===== src/rtl/tick_period_monitor_if.sv =====
// Signal bundle between a periodic tick source and its health monitor.
// master drives the tick; slave measures it and reports period/lock/error status.
interface tick_period_monitor_if #(
    parameter int CW = 8
);
    logic          tick_in;
    logic [CW-1:0] period;
    logic          period_valid;
    logic          locked;
    logic          err_pulse;
    logic [7:0]    err_count;

    modport master (
        output tick_in,
        input  period,
        input  period_valid,
        input  locked,
        input  err_pulse,
        input  err_count
    );

    modport slave (
        input  tick_in,
        output period,
        output period_valid,
        output locked,
        output err_pulse,
        output err_count
    );
endinterface


===== src/rtl/tick_period_monitor.sv =====
// Measures cycles between tick_in rising edges, locks after LOCK_COUNT good intervals, counts errors.
// Latency: period/period_valid/locked/err_pulse registered, one cycle after the edge is sampled.
// No backpressure: period_valid and err_pulse are single-cycle strobes that are never held.
module tick_period_monitor #(
    parameter int PERIOD     = 100,
    parameter int TOL        = 0,
    parameter int LOCK_COUNT = 3,
    parameter int CW         = 8
) (
    input  logic                 CLOCK,
    input  logic                 RESET,
    tick_period_monitor_if.slave bus
);
    localparam logic [1:0] S_IDLE    = 2'd0;
    localparam logic [1:0] S_ACQUIRE = 2'd1;
    localparam logic [1:0] S_LOCKED  = 2'd2;

    localparam int GW = (LOCK_COUNT < 2) ? 1 : $clog2(LOCK_COUNT + 1);

    localparam logic [CW-1:0] CNT_MAX = '1;
    localparam logic [CW-1:0] GOOD_LO = CW'(PERIOD - TOL);
    localparam logic [CW-1:0] GOOD_HI = CW'(PERIOD + TOL);
    localparam logic [CW-1:0] TMO_CNT = CW'(PERIOD + TOL + 1);
    localparam logic [GW-1:0] LOCK_N  = GW'(LOCK_COUNT);

    logic          tick_q;
    logic [CW-1:0] cnt;
    logic [1:0]    state;
    logic [1:0]    state_nxt;
    logic [GW-1:0] good_cnt;
    logic [GW-1:0] good_nxt;
    logic [GW-1:0] good_inc;
    logic          tick_edge;
    logic          good;
    logic          timeout;
    logic          meas;
    logic          err_nxt;

    assign tick_edge = bus.tick_in & ~tick_q;
    assign good      = (cnt >= GOOD_LO) && (cnt <= GOOD_HI);
    // An edge landing on the timeout cycle wins; its interval is out of range anyway.
    assign timeout   = (cnt == TMO_CNT) && !tick_edge;
    assign good_inc  = good_cnt + 1'b1;

    always_comb begin
        state_nxt = state;
        good_nxt  = good_cnt;
        meas      = 1'b0;
        err_nxt   = 1'b0;
        case (state)
            S_IDLE: begin
                if (tick_edge) begin
                    state_nxt = S_ACQUIRE;
                    good_nxt  = '0;
                end
            end
            S_ACQUIRE: begin
                if (tick_edge) begin
                    meas = 1'b1;
                    if (good) begin
                        good_nxt = good_inc;
                        if (good_inc == LOCK_N) begin
                            state_nxt = S_LOCKED;
                        end
                    end else begin
                        good_nxt = '0;
                    end
                end else if (timeout) begin
                    state_nxt = S_IDLE;
                end
            end
            S_LOCKED: begin
                if (tick_edge) begin
                    meas = 1'b1;
                    if (!good) begin
                        err_nxt   = 1'b1;
                        good_nxt  = '0;
                        state_nxt = S_ACQUIRE;
                    end
                end else if (timeout) begin
                    err_nxt   = 1'b1;
                    state_nxt = S_IDLE;
                end
            end
            default: begin
                state_nxt = S_IDLE;
                good_nxt  = '0;
            end
        endcase
    end

    always_ff @(posedge CLOCK or posedge RESET) begin
        if (RESET) begin
            tick_q   <= 1'b0;
            cnt      <= '0;
            state    <= S_IDLE;
            good_cnt <= '0;
        end else begin
            tick_q   <= bus.tick_in;
            state    <= state_nxt;
            good_cnt <= good_nxt;
            if (tick_edge) begin
                cnt <= CW'(1);
            end else if (cnt != CNT_MAX) begin
                cnt <= cnt + 1'b1;
            end
        end
    end

    always_ff @(posedge CLOCK or posedge RESET) begin
        if (RESET) begin
            bus.period       <= '0;
            bus.period_valid <= 1'b0;
            bus.locked       <= 1'b0;
            bus.err_pulse    <= 1'b0;
            bus.err_count    <= 8'd0;
        end else begin
            bus.period_valid <= meas;
            bus.locked       <= (state_nxt == S_LOCKED);
            bus.err_pulse    <= err_nxt;
            if (meas) begin
                bus.period <= cnt;
            end
            if (err_nxt && (bus.err_count != 8'hFF)) begin
                bus.err_count <= bus.err_count + 8'd1;
            end
        end
    end
endmodule

===== src/flat_wrapper.sv =====
// flat-port wrapper written by rule: the top's interface ports become plain ports
module tick_period_monitor_flat 
#(
    parameter int PERIOD     = 100,
    parameter int TOL        = 0,
    parameter int LOCK_COUNT = 3,
    parameter int CW         = 8
)
  (CLOCK, RESET, bus_tick_in, bus_period, bus_period_valid, bus_locked, bus_err_pulse, bus_err_count);
  tick_period_monitor_if #(.CW(CW)) bus_i ();
  input  logic CLOCK;
  input  logic RESET;
  input wire logic [$bits(bus_i.tick_in)-1:0] bus_tick_in;
  output wire logic [$bits(bus_i.period)-1:0] bus_period;
  output wire logic [$bits(bus_i.period_valid)-1:0] bus_period_valid;
  output wire logic [$bits(bus_i.locked)-1:0] bus_locked;
  output wire logic [$bits(bus_i.err_pulse)-1:0] bus_err_pulse;
  output wire logic [$bits(bus_i.err_count)-1:0] bus_err_count;
  assign bus_i.tick_in = bus_tick_in;
  assign bus_period = bus_i.period;
  assign bus_period_valid = bus_i.period_valid;
  assign bus_locked = bus_i.locked;
  assign bus_err_pulse = bus_i.err_pulse;
  assign bus_err_count = bus_i.err_count;
  tick_period_monitor #(.PERIOD(PERIOD), .TOL(TOL), .LOCK_COUNT(LOCK_COUNT), .CW(CW)) u_core (.CLOCK(CLOCK), .RESET(RESET), .bus(bus_i));
endmodule

===== config.mk =====
export PLATFORM = sky130hd
export DESIGN_NAME = tick_period_monitor_flat
export DESIGN_NICKNAME = d
export VERILOG_FILES = /design/src/rtl/tick_period_monitor_if.sv /design/src/rtl/tick_period_monitor.sv /design/src/flat_wrapper.sv
export SDC_FILE = /design/constraint.sdc
export NUM_CORES = 1
export LEC_CHECK = 0
export BUFFER_PORTS_ARGS = -buffer_cell sky130_fd_sc_hd__buf_2
export CORE_MARGIN = 8
export CORE_UTILIZATION = 47
export DETAILED_ROUTE_END_ITERATION = 8
export GPL_TIMING_DRIVEN = 0
export PLACE_DENSITY = 0.78
export SYNTH_ARGS = -nofsm -noshare
export SYNTH_HDL_FRONTEND = slang
export SYNTH_SLANG_ARGS = --single-unit

===== constraint.sdc =====
create_clock -name CLOCK -period 5.3 [get_ports CLOCK]
set_input_delay 0 -clock CLOCK [delete_from_list [all_inputs] [get_ports CLOCK]]
set_output_delay 0 -clock CLOCK [all_outputs]
set_load 0.005 [all_outputs]

Word-level counts from Yosys, hierarchy flattened

Index checks and enable logic that the tools add are counted.

Register bits: 32
Input port bits: 3
Output and inout bits: 19
Logic and storage cells: 57

Reductions and logical operators: 8
Add/sub/neg operators: 3
Multiplexer cells: 22
Magnitude comparators: 2
Bitwise gates (word level): 2
Equal/unequal tests: 11

Operators with widths:

| kind                                                               | count |
|---|---|
| 2-to-1 mux 2 bit                                                   | 12 |
| adder 8 x 1 -> 8 bit (second input constant)                       | 2 |
| 2-to-1 mux 8 bit                                                   | 2 |
| != test 8 bit (second input constant)                              | 2 |
| case mux 2 bit (3 select lines)                                    | 2 |
| equality test 8 x 7 -> 1 bit (second input constant)               | 1 |
| greater-or-equal comparator 8 x 7 -> 1 bit (second input constant) | 1 |
| less-or-equal comparator 8 x 7 -> 1 bit (second input constant)    | 1 |
| equality test 2 bit (second input constant)                        | 3 |
| 2-to-1 mux 1 bit                                                   | 6 |
| != test 2 x 1 -> 1 bit (second input constant)                     | 3 |
| AND reduction 4 bit                                                | 1 |
| logical AND 1 bit                                                  | 3 |
| adder 2 x 1 -> 2 bit (second input constant)                       | 1 |
| equality test 2 x 1 -> 1 bit (second input constant)               | 1 |
| zero test 2 bit                                                    | 1 |
| != test 2 bit (second input constant)                              | 1 |
| nonzero test 2 bit                                                 | 1 |
| OR reduction 2 bit                                                 | 1 |
| bitwise AND 1 bit                                                  | 1 |
| zero test 1 bit                                                    | 1 |
| inverter 1 bit                                                     | 1 |

Depth between registers and ports, before layout

Word-level depth: 8
Mapped depth: 7
Mapped depth without buffers: 7

Worst setup path before layout

No wires, ideal clock.

Path kind: register -> register
From: register u_core.cnt[2]
To: register u_core.bus.err_count[6]
Setup time: 125 ps
Buffers on the path: 1
Data arrival time: 1,632 ps
Period minus slack after synthesis: 1,757 ps
Slack: 3,543 ps
Required time: 5,175 ps
Stages on the path, launching flop included: 7
Path through: dfrtp_1 > and4bb_1 > buf_6 > a31o_4 > a21boi_4 > nand4_2 > mux2_4

Longest elaborated chain between the ends: 6
Elaborated cells on any way between the ends: 10
Classes of those cells: 2 x order compare; 1 x eq/ne; 4 x mux; 3 x reduce/logical

RTL lines:

| item                                                                     | line                                                 | text |
|---|---|---|
| start: declaration                                                       | tick_period_monitor.sv:27                            | `logic [CW-1:0] cnt;` |
| start signal: assignment                                                 | tick_period_monitor.sv:105                           | `cnt <= cnt + 1'b1;` |
| greater-or-equal comparator 8 x 7 -> 1 bit, or another cell as far along | tick_period_monitor.sv:40                            | `assign good = (cnt >= GOOD_LO) && (cnt <= GOOD_HI);` |
| logical AND 1 bit (on tied branches)                                     | tick_period_monitor.sv:40, tick_period_monitor.sv:42 |  |
| 2-to-1 mux 1 bit (on tied branches)                                      | tick_period_monitor.sv:75, tick_period_monitor.sv:80 |  |
| 2-to-1 mux 1 bit *                                                       | tick_period_monitor.sv:73                            | `if (tick_edge) begin` |
| 2-to-1 mux 1 bit *                                                       | tick_period_monitor.sv:50                            | `case (state)` |
| net u_core.err_nxt                                                       | tick_period_monitor.sv:37                            | `logic err_nxt;` |
| logical AND 1 bit *                                                      | tick_period_monitor.sv:124                           | `if (err_nxt && (bus.err_count != 8'hFF)) begin` |
| end signal: assignment                                                   | tick_period_monitor.sv:125                           | `bus.err_count <= bus.err_count + 8'd1;` |
| end: declaration                                                         | tick_period_monitor_if.sv:28                         | `output err_count` |

The timed path passes the listed nets; every way through them passes the cells marked *.
A chain may end at the register's enable or synchronous reset.

Final worst setup path

Ends and elaborated chain as after synthesis.

==> metrics <==
status finished, final reports clean; placed cell areas 1810 µm²; Worst Setup EP u_core.bus.err_count[6]; syn_nets approximately 160; vias in the first global route roughly 1300; Worst R2R Setup Slack 3.39 ns; RSZ-0062 raised after global routing no; hold slack 0.313 ns; PortBufs 21; simple-gate area share of the yosys netlist 18.1%; worst r2r src u_core.cnt[2]; Detailed Routing Iterations Pass 1 4; Slew HR between 10% and 20%; min cycle time layout between 1.5 and 2 ns; multiplexer share of the synthesized area 6.52%; Final Hold Viols 0; WL final 3330 µm; worst path arrival time 2.15 ns; Sink Count 32; Non-Filler Instances 226; Die X-Extent approximately 75 µm; pin count of the biggest net entering global routing 33; Iter 0 DRT Violations 38; VDD IR-drop max around 0.00015 V; largest cells by area after synthesis dfrtp_1, ha_1, mux2_2, nand2_1, xnor2_1; largest area contributor in the netlist dfrtp_1; DR DRC count 0; post-CTS setup buffer count 0; clk_lat worst skew between 0.3 and 0.4 ns; average cell area after synthesis 11.0 µm²; Syn Std Cell Area approximately 1700 µm²; cts bufs inserted 5; max cap viols 0; root buffer cell clkbuf_4; share of layout cells above drive strength 1 24.4%; vias 1223; Placed Cells 217; Layout Nets 192; Crit. End Element register; initial core utilization about 49%; fin crit share 36.1%; Tot Pwr 576 µW; first-pass GRT wire length 5600 µm; Post-Synth Adder-Cell Area 6.82%; Synth Area in Compound Gates 11.6%; ys flop type dfrtp_1; die area between 5000 and 6000 µm²; Core Region approximately 3400 µm²; sequential area share after synthesis 48.5%; Post-Synth XOR/XNOR Area under 10%; combinational family with the most area after synthesis simple AND/OR/NAND/NOR gates; Cell Pwr Density roughly 310 nW/µm²; Async SR Flop Fraction 100%; Setup-failing EPs final 0; Max Fclk 522 MHz; r2r worst-path depth 6; Post-Route Setup TNS 0 ns; Final Cell Area around 1900 µm²; crit path launch u_core.cnt[2]; skew final 0.00338 ns; type of origin of the critical path register; total grt overflow 0; Detail Route Antenna Nets 0; clock transition at the registers of the reported paths 0.09 ns; flops & latches, synth 32; Die Y 75.3 µm; Row Count 21; Slew Limit Fails 0; Mapped Cells 150; GPL Wtd Cong 0.802; unique cell type count in the Yosys netlist 39; Synth-to-Final Area Change 13.9%; n_diodes 0; Crit path required time ~5.5 ns; FF-to-FF End u_core.bus.err_count[6]; total track usage 13.1%; CTS tree built; routed len/inst 14.7 µm; Ports 22; Worst-Margin Slew 1.20 ns; Syn. warnings 0; Pleak 0.000958 µW; worst hold path type in -> reg; post-synth top area share 48.5%; DPL Wire Length 2360 µm; antenna violations before repair 0; Max FO, Critical Path 9; htree depth 2; CP Class reg -> reg; EDFF count, synth 0; Max clock buf depth 2; DR vias/cell approximately 5.4
-- cell usage after synthesis (2+ instances only) --
cell and count:
nand4_2 2, and3_1 5, xor2_1 3, dfrtp_1 32, nand2_1 14, ha_1 9, a31oi_1 4, inv_1 8
xnor2_1 6, buf_6 2, mux2_2 6, nor2_1 8, and2_1 2, o21ai_0 5, nand4b_1 2, mux2_4 2
o21ai_1 2, nand4_1 4, nand3_1 7, a21oi_1 6, a2bb2oi_1 2, clkbuf_1 2
-- cell usage in the layout (no fill, tap or decap), types with 2 or more instances in the layout --
| cell | n |
|---|---|
| a31oi_1 | 4 |
| clkbuf_4 | 5 |
| dfrtp_1 | 32 |
| and3_1 | 5 |
| nand3_1 | 7 |
| nand2_1 | 14 |
| o21ai_1 | 2 |
| nand4b_1 | 2 |
| ha_1 | 9 |
| dlygate4sd3_1 | 2 |
| inv_1 | 8 |
| xnor2_1 | 6 |
| nor2_1 | 8 |
| and2_1 | 2 |
| buf_2 | 21 |
| nand4_2 | 2 |
| o21ai_0 | 5 |
| a2bb2oi_1 | 2 |
| mux2_4 | 2 |
| nand4_1 | 4 |
| buf_6 | 2 |
| xor2_1 | 3 |
| mux2_2 | 6 |
| clkbuf_1 | 3 |
| a21oi_1 | 6 |
-- registers in the layout (all words and copies together), names as in the netlist --
register / flops
u_core.bus.err_count: 8
u_core.bus.period: 8
u_core.cnt: 8
u_core.good_cnt: 2
u_core.state: 2
u_core.bus.err_pulse: 1
u_core.bus.locked: 1
u_core.bus.period_valid: 1
u_core.tick_q: 1
-- worst max-delay path, cell delays in order (launching register included) --
cell and delay, ns:
dfrtp_1 0.47, and4bb_1 0.25, buf_6 0.13, a31o_4 0.23
a21boi_4 0.26, nand4_2 0.14, mux2_4 0.31
-- cells by family after synthesis --
| logic type | count (synthesis) |
|---|---|
| multiplexers | 9 |
| buffers and inverters | 12 |
| flip-flops | 32 |
| XOR/XNOR | 9 |
| AO/OA/AOI/OAI | 27 |
| AND/OR/NAND/NOR | 52 |
| adder cells (fa/ha/maj) | 9 |
-- how the worst min path moves through the flow --
stage	from	to	slack, ns	depth (start not counted)
after global routing	bus_tick_in	u_core.tick_q	0.32	2
after global placement	bus_tick_in	u_core.tick_q	0.13	1
after floorplan	bus_tick_in	u_core.tick_q	0.03	0
final	bus_tick_in	u_core.tick_q	0.31	2
after CTS	bus_tick_in	u_core.tick_q	0.31	2
after detailed placement	bus_tick_in	u_core.tick_q	0.13	1
-- where the power goes --
part / leakage (µW) / internal, µW / switching (µW)
sequential: 0.000430 / 277 / 31.9
combinational: 0.000499 / 62.2 / 74.7
clock: 0.0000281 / 48.7 / 81.3
-- what timing repair did --
| action | CTS | global route |
|---|---|---|
| hold buffers | 2 | 0 |
| hold endpoints to repair | 10 | 0 |
| gates resized for setup | 0 | 0 |
-- per-layer routing --
layer / up-vias / routed length (µm) / GRT usage (%)
met2: 25 / 1570 / 21.3
met4: 0 / 104 / 8.10
met1: 596 / 1540 / 15.1
met3: 12 / 121 / 3.46
met5: - / 0 / 0
li1: 590 / - / -
-- through the flow --
| step | util, % | setup WS (ns) |
|---|---|---|
| after floorplan | - | 3.54 |
| after CTS | 55.9 | 3.39 |
| after global placement | 53.9 | 3.43 |
| after global routing | 55.9 | 3.31 |
| after detailed placement | 53.9 | 3.40 |
| final | 55.9 | 3.39 |
-- cell type report --
class                   instances  area (µm²)
plain buffers                   4        30.0
clock buffers                   6        41.3
clock inverters                 1        5.00
fillers                       308        1480
inverters                       8        30.0
multi-input cells             106         790
flip-flops and latches         32         801
well taps                      46        57.6
repair buffers                 23         125
(Power assumes the default switching activity.)
